$ cat config.mk
export PLATFORM = sky130hd
export DESIGN_NAME = serial_adder
export DESIGN_NICKNAME = d
export VERILOG_FILES = /design/src/rtl/alu_pkg.sv /design/src/rtl/full_adder_cell.sv /design/src/rtl/serial_adder.sv
export SDC_FILE = /design/constraint.sdc
export NUM_CORES = 1
export LEC_CHECK = 0
export ABC_AREA = 1
export CAP_MARGIN = 20
export CORE_ASPECT_RATIO = 1.5
export CORE_MARGIN = 2
export CORE_UTILIZATION = 40
export DETAILED_ROUTE_END_ITERATION = 16
export PLACE_DENSITY = 0.64
export SLEW_MARGIN = 20
export SYNTH_ARGS = -nofsm -noshare
export SYNTH_HDL_FRONTEND = slang
export SYNTH_SLANG_ARGS = --single-unit
$ cat constraint.sdc
create_clock -name clk -period 1.9 [get_ports clk]
set_input_delay 0.38 -clock clk [delete_from_list [all_inputs] [get_ports clk]]
set_output_delay 0.38 -clock clk [all_outputs]
set_load 0.005 [all_outputs]
$ cat src/rtl/alu_pkg.sv
// Shared definitions for the ULA datapath units: default operand width and
// the serial adder's state encoding.
package alu_pkg;

  localparam int ALU_WIDTH = 8;

  localparam logic [1:0] ST_IDLE  = 2'd0;
  localparam logic [1:0] ST_SHIFT = 2'd1;
  localparam logic [1:0] ST_DONE  = 2'd2;

  typedef enum logic [1:0] {
    S_IDLE  = ST_IDLE,
    S_SHIFT = ST_SHIFT,
    S_DONE  = ST_DONE
  } sa_state_t;

endpackage

$ cat src/rtl/full_adder_cell.sv
// Single-bit full adder; the only arithmetic in the bit-serial adder.
module full_adder_cell (
  input  logic x,
  input  logic y,
  input  logic cin,
  output logic sum,
  output logic cout
);

  // Sum and carry of one bit position.
  always_comb begin
    sum  = x ^ y ^ cin;
    cout = (x & y) | (cin & (x ^ y));
  end

endmodule

$ cat src/rtl/serial_adder.sv
// Bit-serial unsigned adder: operands are latched on start, one sum bit is
// produced per clock from the LSB upwards, and done pulses for one cycle
// when the WIDTH+1-bit result (carry-out in the MSB) is final.
module serial_adder
  import alu_pkg::*;
#(
  parameter int WIDTH = ALU_WIDTH
) (
  input  logic             clk,
  input  logic             rst,
  input  logic             start,
  input  logic [WIDTH-1:0] a,
  input  logic [WIDTH-1:0] b,
  output logic             busy,
  output logic             done,
  output logic [WIDTH:0]   s
);

  // Counter is wide enough to index every bit of s directly.
  localparam int IDX_W = (WIDTH + 1 > 2) ? $clog2(WIDTH + 1) : 1;

  sa_state_t        state, state_n;
  logic [WIDTH-1:0] areg, breg;
  logic [IDX_W-1:0] cnt;
  logic             carry;
  logic             load, shift, last;
  logic             fa_sum, fa_cout;

  assign last = (cnt == IDX_W'(WIDTH - 1));

  full_adder_cell u_fa (
    .x    (areg[0]),
    .y    (breg[0]),
    .cin  (carry),
    .sum  (fa_sum),
    .cout (fa_cout)
  );

  // Next-state, status outputs and datapath strobes.
  always_comb begin
    state_n = state;
    busy    = 1'b0;
    done    = 1'b0;
    load    = 1'b0;
    shift   = 1'b0;
    case (state)
      S_IDLE: begin
        if (start) begin
          load    = 1'b1;
          state_n = S_SHIFT;
        end
      end
      S_SHIFT: begin
        busy  = 1'b1;
        shift = 1'b1;
        if (last) state_n = S_DONE;
      end
      S_DONE: begin
        done = 1'b1;
        // start here chains straight into the next addition
        if (start) begin
          load    = 1'b1;
          state_n = S_SHIFT;
        end else begin
          state_n = S_IDLE;
        end
      end
      default: state_n = S_IDLE;
    endcase
  end

  // State register, operand shifters, carry flop, bit counter and result.
  always_ff @(posedge clk) begin
    if (rst) begin
      state <= S_IDLE;
      areg  <= '0;
      breg  <= '0;
      carry <= 1'b0;
      cnt   <= '0;
      s     <= '0;
    end else begin
      state <= state_n;
      if (load) begin
        areg  <= a;
        breg  <= b;
        carry <= 1'b0;
        cnt   <= '0;
        s     <= '0;
      end else if (shift) begin
        areg   <= areg >> 1;
        breg   <= breg >> 1;
        carry  <= fa_cout;
        cnt    <= cnt + IDX_W'(1);
        s[cnt] <= fa_sum;
        if (last) s[WIDTH] <= fa_cout;
      end
    end
  end

endmodule

==> results of run 1 <==
==> per-stage QoR <==
stage / power [W] / cell area (um2) / instances / setup slack (ns)
floorplan: 0.000865 / 1430 / 194 / 0.513
global placement: 0.000935 / 1750 / 260 / 0.277
detailed placement: 0.000942 / 1750 / 260 / 0.213
CTS: 0.00148 / 1840 / 268 / 0.150
global route: 0.00155 / 1840 / 268 / 0.0805
finish: 0.00146 / 1840 / 268 / 0.175
==> flip-flops by register name (all words and copies together), names as in the netlist <==
register	cells
areg	8
state	2
s	9
breg	8
carry	1
cnt	4
==> power by group through the flow <==
| stage | sequential [W] | clock (W) | combinational, W |
|---|---|---|---|
| final | 0.000728 | 0.000538 | 0.000198 |
| after global routing | 0.000733 | 0.000591 | 0.000224 |
| after CTS | 0.000728 | 0.000552 | 0.000200 |
| after detailed placement | 0.000743 | 0 | 0.000199 |
| after global placement | 0.000741 | 0 | 0.000194 |
| after floorplan | 0.000738 | 0 | 0.000127 |
==> cells in the final DEF, fill, tap and decap left out, types with 2 or more instances in the layout <==
master                            Yosys  routed
sky130_fd_sc_hd__nand2_1             44      44
sky130_fd_sc_hd__dfxtp_1             32      32
sky130_fd_sc_hd__clkdlybuf4s50_1      0      29
sky130_fd_sc_hd__nor2_1              23      23
sky130_fd_sc_hd__o21ai_0             18      18
sky130_fd_sc_hd__a21oi_1             17      17
sky130_fd_sc_hd__inv_1               13      13
sky130_fd_sc_hd__nand3_1             10      10
sky130_fd_sc_hd__nor3_1               8       8
sky130_fd_sc_hd__clkbuf_8             0       6
sky130_fd_sc_hd__ha_1                 5       5
sky130_fd_sc_hd__a31oi_1              4       4
sky130_fd_sc_hd__inv_2                3       3
sky130_fd_sc_hd__nand2_2              2       2
sky130_fd_sc_hd__clkbuf_1             2       2
sky130_fd_sc_hd__buf_4                2       2
==> worst reg2reg max path, delay by kind of cell (launching register included) <==
kind	cells	cell delay [ns]
AOI/OAI and AO/OA	1	0.12
DFF	1	0.33
adders and majority gates	1	0.74
and+or+nand+nor	3	0.23
==> cell families after synthesis <==
logic type | after synthesis | synth area share [%]
AOI/OAI and AO/OA | 41 | 15.0
buffers and inverters | 23 | 6.81
adders and majority gates | 6 | 5.76
and+or+nand+nor | 92 | 27.7
DFF | 32 | 44.7
==> final cells by class <==
type                            count  area, um2  share of cell area, %
Sequential cell                    32        641                   34.8
Multi-Input combinational cell    139        694                   37.7
Clock buffer                        8       90.1                   4.89
Timing Repair Buffer               31        305                   16.6
Inverter                           16       60.1                   3.26
Tap cell                           42       52.6                   2.85
==> final timing paths <==
path / cells after the start / slack, ns / end / startpoint
worst max-delay path: 3 / 0.18 / busy / state[0]$_SDFFE_PP0P_
worst min register to register: 2 / 0.44 / s[3]$_SDFFE_PP0P_ / s[3]$_SDFFE_PP0P_
worst max register to register: 5 / 0.42 / s[8]$_SDFFE_PP0P_ / carry$_SDFFE_PP0N_
worst min-delay path: 2 / 0.44 / s[3]$_SDFFE_PP0P_ / s[3]$_SDFFE_PP0P_
==> layer usage <==
metal	up-vias	wire, um	track usage [%]
li1	693	-	-
met1	599	1300	19.5
met2	30	1550	29.5
met3	6	154	6.42
met4	0	63	8.72
met5	-	0	0
==> results.md, run 1 <==
* Clock Power Share at 36.8%
* CP top delay family: buffers and inverters
* Ys async rst share at 0%
* Nets in the synthesized netlist at 219
* Summed instance area of the synthesized netlist at 0.00143 mm2
* Register area share after synthesis at 44.7%
* Die span in x at 52.9 um
* Cell type with the highest aggregate area in the netlist: sky130_fd_sc_hd__dfxtp_1
* Max-cap violations at 0
* Setup CP Type: reg -> out
* Max-Slew Margin vs Limit at 78.4%
* Wire length of the first global-routing pass at 5.51 mm
* Nets at 250
* Setup Total Neg Slack at 0 ns
* Crit path buf inv count at 2
* Power Density at 795 mW/mm2
* Share of the synthesized area in the top cell type at 44.7%
* Half-perimeter wire length of the detailed placement result at 2.29 mm
* Number of placement rows at 26
* Number of antenna-violating nets in the routed design at 0
* Clock latency on the worst-skew pair at 0.28 ns
* Input/output buffers at 29
* Total die area at 0.00409 mm2
* Internal power at 0.00109 W
* GRT Overall Usage at 17.9%
* Clk slew on worst S/H paths at 0.07 ns
* Die boundary height at 77.3 um
* Number of register bits inferred by synthesis at 32
* Total global routing overflow at 0
* Sum of routed wire length over all layers at 3.07 mm
* Initial DRC count at 28
* Slew at the pin with the worst max-slew slack at 0.324 ns
* Number of iterations in the first detailed-routing pass at 4
* Slowest cell on the critical path: sky130_fd_sc_hd__clkdlybuf4s50_1
* Initial Utilization at 41.9%
* Post-Route Hold Slack at 0.444 ns
* Crit-path max FO at 3
* Hold buffer count at cts at 0
* Top Ports at 30
* Seq pwr share at 49.7%
* Clock tree root buffer cell: sky130_fd_sc_hd__clkbuf_8
* Number of clock buffers inserted by TritonCTS at 5
* Tightest Hold Check Type: reg -> reg
* Number of vias per cell at 4.96
* Lkg Pwr at 0.709 nW
* Number of gates resized after CTS at 0
* Worst Path Required at 1.52 ns
* Final core area utilization at 54.0%
* Setup Skew at 0.00661 ns
* Peak supply drop at 675 uV
* Largest net degree at the start of global routing at 22
* Post-CTS Setup Inserts at 0
* Combinational group share of total power at 13.5%
* Number of inserted filler cells in the final layout at 338
* Number of antenna violations at the first check in global routing at 0
* Core region area at 0.00342 mm2
* H-tree levels at 2
* Top cell types by occurrence after synthesis: sky130_fd_sc_hd__nand2_1, sky130_fd_sc_hd__dfxtp_1, sky130_fd_sc_hd__nor2_1, sky130_fd_sc_hd__o21ai_0, sky130_fd_sc_hd__a21oi_1
* Kind of start point of the critical path: flop
* Main area contributors after synthesis: sky130_fd_sc_hd__dfxtp_1, sky130_fd_sc_hd__nand2_1, sky130_fd_sc_hd__o21ai_0
* Antenna Diode Count at 0
* Net switching fraction of the power at 25.7%
* Fin crit period at 1.72 ns
* Synthesis-to-layout area growth at 28.6%
* Maximum number of buffers from clock root to sink at 2
* Count of warnings emitted by yosys at 0
* Wire length per cell at 11.5 um
* Setup repair after global routing missed its margin: no
* Post-route DRC at 0
* Max Slew Vio Count at 0
* Final weighted congestion in routability-driven placement at 0.726
* Upper clock frequency limit at 580 MHz
* Ordered cell list for the critical path: inv_2, nor2_4, clkdlybuf4s50_1
* Ys flop type: sky130_fd_sc_hd__dfxtp_1
* Share of the clock period used by the worst path after layout at 90.8%
* Detailed-route via count at 1,328
* CTS tree: done
* Critical path endpoint category: primary output
* Final setup violation count at 0
* Delay of the slowest critical-path stage at 0.52 ns
* Clock sink count at 32
* Post-Synthesis Cells at 194
* Mean Syn Cell Area at 7.38 um2
* Status: complete, no violations
* Layout cells sized above 1 at 7.08%
* Leading cell type by number of instances after synthesis: sky130_fd_sc_hd__nand2_1
* Hold Vio Cnt, Final at 0
* Number of library cell types mapped by synthesis at 23
* Number of synthesized flops with an enable pin at 0
* Net switching power at 0.000376 W
* Arrival time at the worst endpoint at 1.34 ns
* Via count of the first global-routing pass at 1,309
No activity file was read; power rests on OpenSTA's default activity.
==> run 2: changes to the inputs <==
--- a/config.mk
+++ b/config.mk
@@ -10,6 +10,7 @@
 export CORE_ASPECT_RATIO = 1.5
 export CORE_MARGIN = 2
 export CORE_UTILIZATION = 40
+export CTS_BUF_LIST = sky130_fd_sc_hd__clkbuf_16
 export DETAILED_ROUTE_END_ITERATION = 16
 export PLACE_DENSITY = 0.64
 export SLEW_MARGIN = 20
==> run 2 against run 1 <==
Register-to-register slack hardly changed. Critical endpoint is now done. Utilization increased by 1.4 points. Global-route usage rose by 0.23 points. Power up 14%. Cell count did not move. Largest cell class unchanged. Hold slack worse by 0.0021 ns.
==> results.md, run 2 (same netlist as run 1, synthesis figures left out) <==
* Number of antenna-violating nets in the routed design at 0
* Max Slew Vio Count at 0
* Slowest cell on the critical path: sky130_fd_sc_hd__clkdlybuf4s50_1
* Input/output buffers at 29
* Flip-flop count of the largest register, all copies and words added at 9
* Total global routing overflow at 0
* Number of clock buffers inserted by TritonCTS at 5
* Maximum number of buffers from clock root to sink at 2
* Arrival time at the worst endpoint at 1.35 ns
* End of the worst register-to-register path: s[8]$_SDFFE_PP0P_
* CTS tree: done
* Most common library cell in the layout ignoring fill and taps: sky130_fd_sc_hd__nand2_1
* Hold buffer count at cts at 0
* Register with the most flip-flops: s
* Most frequent cells in the layout: sky130_fd_sc_hd__nand2_1, sky130_fd_sc_hd__dfxtp_1, sky130_fd_sc_hd__clkdlybuf4s50_1
* Max-cap violations at 0
* Setup CP Type: reg -> out
* Final setup violation count at 0
* Clock Power Share at 44.6%
* Setup Total Neg Slack at 0 ns
* Number of placement rows at 26
* Top Ports at 30
* Half-perimeter wire length of the detailed placement result at 2.29 mm
* Number of gates resized after CTS at 0
* Initial Utilization at 41.9%
* Net switching power at 0.000409 W
* Detailed-route via count at 1,318
* Wire length per cell at 11.7 um
* Sum of routed wire length over all layers at 3.14 mm
* Net switching fraction of the power at 24.4%
* Worst Path Required at 1.52 ns
* Clock tree root buffer cell: sky130_fd_sc_hd__clkbuf_16
* Initial DRC count at 18
* Launch instance of the worst register-to-register path: carry$_SDFFE_PP0N_
* Wire length of the first global-routing pass at 5.57 mm
* Final weighted congestion in routability-driven placement at 0.726
* Seq pwr share at 43.6%
* Fin crit period at 1.73 ns
* Crit-path max FO at 2
* Setup repair after global routing missed its margin: no
* Upper clock frequency limit at 579 MHz
* Layout cells sized above 1 at 6.64%
* Crit path buf inv count at 2
* Largest net degree at the start of global routing at 22
* Clock sink count at 32
* Peak supply drop at 691 uV
* Internal power at 0.00127 W
* Synthesis-to-layout area growth at 31.9%
* Antenna Diode Count at 0
* Logic depth of the worst register-to-register path at 5
* Worst Hold Depth at 2
* Combinational group share of total power at 11.9%
* Min-Delay Startpoint: s[3]$_SDFFE_PP0P_
* Hold Vio Cnt, Final at 0
* Critical path endpoint category: primary output
* Core region area at 0.00342 mm2
* Largest registers ranked by flip-flop count: s (9), areg (8), breg (8)
* H-tree levels at 2
* Post-CTS Setup Inserts at 0
* Lkg Pwr at 0.737 nW
* Number of antenna violations at the first check in global routing at 0
* Clock latency on the worst-skew pair at 0.27 ns
* Max-Slew Margin vs Limit at 78.0%
* Share of the clock period used by the worst path after layout at 90.8%
* Nets at 250
* CP top delay family: buffers and inverters
* Clk slew on worst S/H paths at 0.05 ns
* Total die area at 0.00409 mm2
* Setup Skew at 0.00241 ns
* Setup slack on the worst flop-to-flop path at 0.42 ns
* Die boundary height at 77.3 um
* Via count of the first global-routing pass at 1,319
* Ordered cell list for the critical path: inv_1, nor2_1, clkdlybuf4s50_1
* Kind of start point of the critical path: flop
* Die span in x at 52.9 um
* Delay of the slowest critical-path stage at 0.51 ns
* Power Density at 886 mW/mm2
* Tightest Hold Check Type: reg -> reg
* Number of vias per cell at 4.92
* Number of iterations in the first detailed-routing pass at 4
* Worst Hold Endpoint: s[3]$_SDFFE_PP0P_
* Status: complete, no violations
* Final core area utilization at 55.3%
* GRT Overall Usage at 18.1%
* Slew at the pin with the worst max-slew slack at 0.329 ns
* Post-route DRC at 0
## run 2: final cells by class
cell class	instances	area, um2
fillers	331	1530
repair buffers	31	305
clock inverters	3	11.3
well taps	42	52.6
clock buffers	5	125
flip-flops and latches	32	641
multi-input cells	139	694
inverters	16	60.1
## run 2: per-stage QoR
step | power [W] | instance area [um2] | worst slack, ns | hold slack [ns] | cells
final | 0.00167 | 1890 | 0.174 | 0.442 | 268
after floorplan | 0.000865 | 1430 | 0.513 | 0.434 | 194
after global placement | 0.000935 | 1750 | 0.277 | 0.433 | 260
after CTS | 0.00169 | 1890 | 0.157 | 0.448 | 268
after detailed placement | 0.000942 | 1750 | 0.213 | 0.440 | 260
after global routing | 0.00176 | 1890 | 0.0962 | 0.472 | 268
## run 2: worst max-delay path by stage
| stage | startpoint | to | depth (start not counted) |
|---|---|---|---|
| global route | state[1]$_SDFFE_PP0P_ | done | 3 |
| CTS | state[1]$_SDFFE_PP0P_ | done | 3 |
| global placement | start | breg[0]$_SDFFE_PP0P_ | 6 |
| detailed placement | start | s[0]$_SDFFE_PP0P_ | 6 |
| floorplan | carry$_SDFFE_PP0N_ | s[8]$_SDFFE_PP0P_ | 6 |
| finish | state[1]$_SDFFE_PP0P_ | done | 3 |
## run 2: power groups by stage
stage / logic [W] / registers (W) / clock network (W)
finish: 0.000198 / 0.000730 / 0.000746
detailed placement: 0.000199 / 0.000743 / 0
CTS: 0.000199 / 0.000730 / 0.000765
global placement: 0.000194 / 0.000741 / 0
floorplan: 0.000127 / 0.000738 / 0
global route: 0.000224 / 0.000734 / 0.000799
## run 2: per-layer routing
metal | vias to the layer above | share of wire (%) | GRT usage, %
met1 | 590 | 42 | 19.5
met2 | 29 | 50 | 30.1
li1 | 693 | - | -
met5 | - | 0 | 0
met4 | 0 | 2.4 | 10.5
met3 | 6 | 4.9 | 5.25
## run 2: worst reg2reg max path, stage by stage, from the launching register on
cell,delay (ns)
sky130_fd_sc_hd__dfxtp_1,0.32
sky130_fd_sc_hd__fa_1,0.74
sky130_fd_sc_hd__nand2_1,0.10
sky130_fd_sc_hd__nand2_1,0.07
sky130_fd_sc_hd__nand2_1,0.06
sky130_fd_sc_hd__a21oi_1,0.12
